--- config.mk ---
export PLATFORM = sky130hd
export DESIGN_NAME = sm_collector
export DESIGN_NICKNAME = d
export VERILOG_FILES = /design/src/rtl/sm_collector.sv
export SDC_FILE = /design/constraint.sdc
export NUM_CORES = 1
export LEC_CHECK = 0
export ABC_AREA = 1
export BUFFER_PORTS_ARGS = -buffer_cell sky130_fd_sc_hd__buf_2
export CELL_PAD_IN_SITES_DETAIL_PLACEMENT = 2
export CELL_PAD_IN_SITES_GLOBAL_PLACEMENT = 2
export CORE_MARGIN = 1.5
export CORE_UTILIZATION = 41
export CTS_CLUSTER_DIAMETER = 200
export DETAILED_ROUTE_END_ITERATION = 8
export GPL_TIMING_DRIVEN = 0
export PLACE_DENSITY = 0.94
export SLEW_MARGIN = 40
export SYNTH_ARGS = -nofsm -noshare
export SYNTH_HDL_FRONTEND = slang
export SYNTH_SLANG_ARGS = --single-unit
--- constraint.sdc ---
create_clock -name clk -period 2.8 [get_ports clk]
set_clock_uncertainty 0.1 [all_clocks]
set_input_delay 0.56 -clock clk [delete_from_list [all_inputs] [get_ports clk]]
set_output_delay 0.56 -clock clk [all_outputs]
set_load 0.05 [all_outputs]
--- src/rtl/sm_collector.sv ---
`default_nettype none
// ============================================================================
//  Module      : sm_collector
//  Description : Receive-side endpoint of the sorter's sorted-memory write
//                port. Buffers one batch of ELEMENT_NUM writes, flags address
//                sequence, count and sort-order faults, then streams the
//                buffered batch out over a valid/ready port once the sorter
//                signals done.
//  Revision    : 1.0  initial release
// ============================================================================
module sm_collector #(
    parameter int DATA_WIDTH       = 8,
    parameter int ELEMENT_NUM      = 16,
    parameter int LOG2_ELEMENT_NUM = 4,
    parameter int ASCENDING        = 1
) (
    input  logic                        clk,
    input  logic                        rst,
    input  logic                        SM_valid,
    input  logic [LOG2_ELEMENT_NUM-1:0] SM_addr,
    input  logic [DATA_WIDTH-1:0]       SM_data,
    input  logic                        sorter_done,
    output logic                        out_valid,
    output logic [DATA_WIDTH-1:0]       out_data,
    input  logic                        out_ready,
    output logic                        complete,
    output logic                        addr_err,
    output logic                        count_err,
    output logic                        order_err
);

    localparam logic [LOG2_ELEMENT_NUM-1:0] LAST_ADDR = LOG2_ELEMENT_NUM'(ELEMENT_NUM - 1);
    localparam logic [LOG2_ELEMENT_NUM-1:0] ADDR_ONE  = LOG2_ELEMENT_NUM'(1);
    localparam logic [LOG2_ELEMENT_NUM:0]   CNT_ONE   = (LOG2_ELEMENT_NUM + 1)'(1);
    localparam logic [LOG2_ELEMENT_NUM:0]   CNT_MAX   = '1;

    typedef enum logic [2:0] {
        ST_IDLE      = 3'd0,
        ST_CAPTURE   = 3'd1,
        ST_WAIT_DONE = 3'd2,
        ST_DRAIN     = 3'd3,
        ST_FINISH    = 3'd4
    } state_t;

    state_t                        state;
    state_t                        state_nxt;

    logic [DATA_WIDTH-1:0]         mem [ELEMENT_NUM];
    logic [DATA_WIDTH-1:0]         prev_data;
    logic [LOG2_ELEMENT_NUM-1:0]   exp_addr;
    logic [LOG2_ELEMENT_NUM-1:0]   rd_ptr;
    logic [LOG2_ELEMENT_NUM-1:0]   rd_ptr_inc;
    logic [LOG2_ELEMENT_NUM:0]     wr_cnt;

    logic                          cap_we;
    logic                          out_of_order;
    logic                          set_count_err;
    logic                          drain_load;
    logic                          drain_adv;
    logic                          drain_last;

    // Order test against the previously captured element; equal is legal.
    assign out_of_order = (ASCENDING != 0) ? (SM_data < prev_data)
                                           : (SM_data > prev_data);
    assign rd_ptr_inc   = rd_ptr + ADDR_ONE;

    // State register.
    always_ff @(posedge clk or posedge rst) begin
        if (rst) begin
            state <= ST_IDLE;
        end else begin
            state <= state_nxt;
        end
    end

    // Next-state decode and per-cycle datapath strobes.
    always_comb begin
        state_nxt     = state;
        cap_we        = 1'b0;
        set_count_err = 1'b0;
        drain_load    = 1'b0;
        drain_adv     = 1'b0;
        drain_last    = 1'b0;
        case (state)
            // IDLE behaves like CAPTURE: the first strobe is already a write.
            ST_IDLE, ST_CAPTURE: begin
                cap_we = SM_valid;
                if (sorter_done) begin
                    // Done together with the last-address write is a clean end.
                    state_nxt     = ST_DRAIN;
                    set_count_err = !(SM_valid && (SM_addr == LAST_ADDR));
                end else if (SM_valid) begin
                    state_nxt = (SM_addr == LAST_ADDR) ? ST_WAIT_DONE : ST_CAPTURE;
                end
            end
            // The sorter keeps valid high on its last address here; ignore it.
            ST_WAIT_DONE: begin
                if (sorter_done) begin
                    state_nxt = ST_DRAIN;
                end
            end
            // First DRAIN cycle primes out_data; afterwards advance per handshake.
            ST_DRAIN: begin
                if (!out_valid) begin
                    drain_load = 1'b1;
                end else if (out_ready) begin
                    if (rd_ptr == LAST_ADDR) begin
                        drain_last = 1'b1;
                        state_nxt  = ST_FINISH;
                    end else begin
                        drain_adv = 1'b1;
                    end
                end
            end
            ST_FINISH: begin
                state_nxt = ST_FINISH;
            end
            default: begin
                state_nxt = ST_IDLE;
            end
        endcase
    end

    // Capture buffer; contents survive reset so stale entries can be drained.
    always_ff @(posedge clk) begin
        if (cap_we) begin
            mem[SM_addr] <= SM_data;
        end
    end

    // Capture bookkeeping, sticky error flags and the registered drain port.
    always_ff @(posedge clk or posedge rst) begin
        if (rst) begin
            prev_data <= '0;
            exp_addr  <= '0;
            wr_cnt    <= '0;
            addr_err  <= 1'b0;
            order_err <= 1'b0;
            count_err <= 1'b0;
            rd_ptr    <= '0;
            out_valid <= 1'b0;
            out_data  <= '0;
            complete  <= 1'b0;
        end else begin
            if (cap_we) begin
                prev_data <= SM_data;
                exp_addr  <= SM_addr + ADDR_ONE;
                // Saturate so a runaway writer never looks like a first write.
                if (wr_cnt != CNT_MAX) begin
                    wr_cnt <= wr_cnt + CNT_ONE;
                end
                if (SM_addr != exp_addr) begin
                    addr_err <= 1'b1;
                end
                if ((wr_cnt != '0) && out_of_order) begin
                    order_err <= 1'b1;
                end
            end
            if (set_count_err) begin
                count_err <= 1'b1;
            end
            if (drain_load) begin
                out_data  <= mem[rd_ptr];
                out_valid <= 1'b1;
            end
            if (drain_adv) begin
                rd_ptr   <= rd_ptr_inc;
                out_data <= mem[rd_ptr_inc];
            end
            if (drain_last) begin
                out_valid <= 1'b0;
                complete  <= 1'b1;
            end
        end
    end

endmodule
`default_nettype wire

==> key figures <==
Status
  • Status: completed

Hold path
  • Hold Crit Class: primary input to async pin

Worst setup path
  • Slowest Stage Delay on Critical Path: 0.61 ns
  • CP Capture Type: flop
  • Critical R2R Launch: rd_ptr[0]
  • Critical path required time: 3.08 ns
  • R2R Setup Slk: 0.005 ns
  • Crit path top cell by count: nand3_1
  • WP data arrival: 3.08 ns
  • R2r endpoint: out_data[4]
  • Crit-path max FO: 10
  • Worst-path cell with the longest stage delay: clkbuf_1
  • Setup crit start kind: flop
  • Crit Path Class: flop to flop
  • Crit-path cells: ha_1 -> clkbuf_1 -> clkbuf_1 -> nand3_1 -> nand3_1 -> nand3_1 -> nand2_1 -> nand2_1 -> nand3_1
  • Worst-case reg-to-reg path depth: 9

Place
  • PortBufs: 27
  • Routability cong.: 0.925
  • Post-DP HPWL: 25900 µm
  • Setup WS pre-CTS: 0.117 ns

Detailed routing
  • Drt wl/cell: 28.9 µm
  • Via count: 8378
  • Via-to-Cell Ratio: 6.08
  • # DRC: 0
  • Final ANT Viol Nets: 0
  • 1st-iter DRT viols: 818
  • TritonRoute pass-1 iters: 5
  • Final WL: 39900 µm

Clock network
  • CTS Buffer Depth: 2
  • Clk_lat worst skew: 0.45 ns
  • CTS Hold Buffers Added: 0
  • Reg clk slew, reported paths: 0.07 ns
  • CTS tree: built
  • Total setup buffers inserted after CTS: 0
  • Clk sinks: 165
  • CTS H-Tree Depth: 4
  • Clock buffer count from CTS: 17
  • CTS root buffer: clkbuf_16

Synth
  • Share of the synthesized area in the top cell type: 44.0%
  • Synth async-reset ratio: 22.4%
  • Yosys cell types: 29
  • List of most frequent post-synthesis cells: 327 x nand2_1, 230 x nand3_1, 165 x inv_1, 128 x edfxtp_1, 37 x dfrtp_1
  • Yosys warns: 0
  • Synth area leader: edfxtp_1
  • Top-count cell post-synth: nand2_1
  • Synth Register Bits: 165
  • Synth area leaders: edfxtp_1 44%, nand2_1 14%, nand3_1 13%, dfrtp_1 11%, inv_1 7.1%
  • Post-synth top flop: edfxtp_1
  • Post-synth EDFFs: 128
  • Synth Instances: 1044
  • Mean Syn Cell Area: 8.36 µm²
  • Sequential area share after synthesis: 54.6%
  • Synthesized cell area: 0.00873 mm²
  • Mapped Nets: 1076

Pwr
  • Static leakage: 0.00444 µW
  • Pwr/cell area: 540 mW/mm²
  • VDD IR max: 456 µV

Cells and area
  • Area Overhead vs Synth: 12.8%
  • Fill cell count: 2347
  • Share of cells above drive strength 1: 9.70%
  • Multi-input gate area: 0.00312 mm²
  • NumNets Final: 1122
  • Register area: 0.00477 mm²

Timing
  • PnR worst setup slack: 0.00501 ns
  • Worst-margin pin slew: 0.891 ns
  • Setup TNS: 0 ns
  • Fin crit period: 2.79 ns
  • Unrepaired setup endpoints after global routing: false
  • Slew Limit Headroom: 40.6%
  • Slew Viols, Final: 0
  • Final period utilization: 99.8%
  • F_max: 0.358 GHz
  • Setup Viol. Count Final: 0
  • Final hold violation count: 0

Floorplan
  • Die span in x: 149 µm
  • Core area: 0.0210 mm²
  • Die area: 0.0222 mm²
  • IO Pins: 30
  • Initial core utilization: 41.7%
  • Die Ht: 149 µm
  • Number of cell rows: 53

Job
  • Max Cap Violations: 0

GRT
  • Initial antenna violation count: 1
  • GRT overflow: 0
  • First-pass GRT wire length: 59300 µm
  • Pin count of the biggest net entering global routing: 38
  • Total GRT Usage: 37.5%
  • Vias in the first global route: 9178
## per-layer routing
layer,vias to the layer above,track usage (%),part of all wire (%)
met1,4261,45.2,38
met4,0,21.8,5.5
li1,3468,-,-
met2,490,62.2,48
met3,159,7.77,8.3
met5,-,0,0
## area by class of cell
cell class                 instances  area share [%]
buffer                            52            2.48
multi-input combinational        659            31.6
antenna                            1          0.0254
inverter                         168            6.43
sequential                       165            48.4
clock inverter                    13            1.39
clock buffer                      19            4.72
timing repair buffer              27            1.37
tap                              275            3.50
## cell families after synthesis
group                    share of synthesized area (%)
XOR/XNOR                                          1.56
flip-flops                                        54.6
adder cells (fa/ha/maj)                           2.15
AND/OR/NAND/NOR                                   29.0
AO/OA/AOI/OAI                                     2.70
buffers and inverters                             9.95
## flip-flops by register name (all words and copies together) (netlist names)
register and flops:
prev_data 8, state 3, mem 128, rd_ptr 4
complete 1, addr_err 1, wr_cnt 5, count_err 1
exp_addr 4, out_valid 1, order_err 1, out_data 8
## critical path: cells and delay by family, from the launching register on
kind | cells | cell delay (ns)
DFF | 1 | 0.44
buffers and inverters | 2 | 0.98
and+or+nand+nor | 6 | 0.83
adders and majority gates | 1 | 0.37
## power by group
part           internal, µW  switching, µW
logic                  34.3            118
registers              2650           6.33
clock network          1330           1170
total                  4020           1300
## per-stage QoR
step	hold slack, ns	util (%)	instances	power (µW)	cell area [µm²]
final	0.0711	47.0	1379	5320	9840
after global routing	0.111	47.0	1378	5390	9840
after floorplan	0.342	-	1044	2770	8730
after detailed placement	0.364	44.0	1346	2860	9230
after CTS	0.0762	46.9	1378	5310	9830
after global placement	0.338	43.9	1346	2840	9210
## worst max path at each step
stage,start,to
final,rd_ptr[0],out_data[4]
after global routing,state[2],mem[7][7]
after CTS,rd_ptr[0],out_data[0]
after detailed placement,SM_valid,mem[11][5]
after global placement,SM_valid,mem[3][5]
after floorplan,SM_valid,mem[3][0]
## cell usage in the layout, fill, tap and decap left out, types with 2 or more instances in the layout
cell / synthesis / final
buf_4: 6 / 6
xor2_1: 5 / 5
inv_1: 165 / 164
clkbuf_2: 0 / 4
edfxtp_1: 128 / 128
buf_2: 16 / 44
inv_6: 0 / 5
clkinv_4: 0 / 4
nand3_1: 230 / 230
inv_8: 0 / 2
xor2_2: 2 / 2
o21ai_0: 22 / 22
nand2_1: 327 / 327
nor2_1: 25 / 15
a21oi_1: 7 / 7
inv_2: 3 / 3
nor2_2: 1 / 11
nand4_1: 3 / 3
o211ai_1: 8 / 8
clkbuf_1: 28 / 25
xnor2_1: 5 / 5
dfrtp_1: 37 / 37
clkbuf_16: 0 / 18
ha_1: 15 / 15
## what timing repair did
item	4_1_cts	5_1_grt
gates resized for setup	1	7
pin swaps	0	0
endpoints found under the setup margin	1	7
No activity file was read; power rests on OpenSTA's default activity.
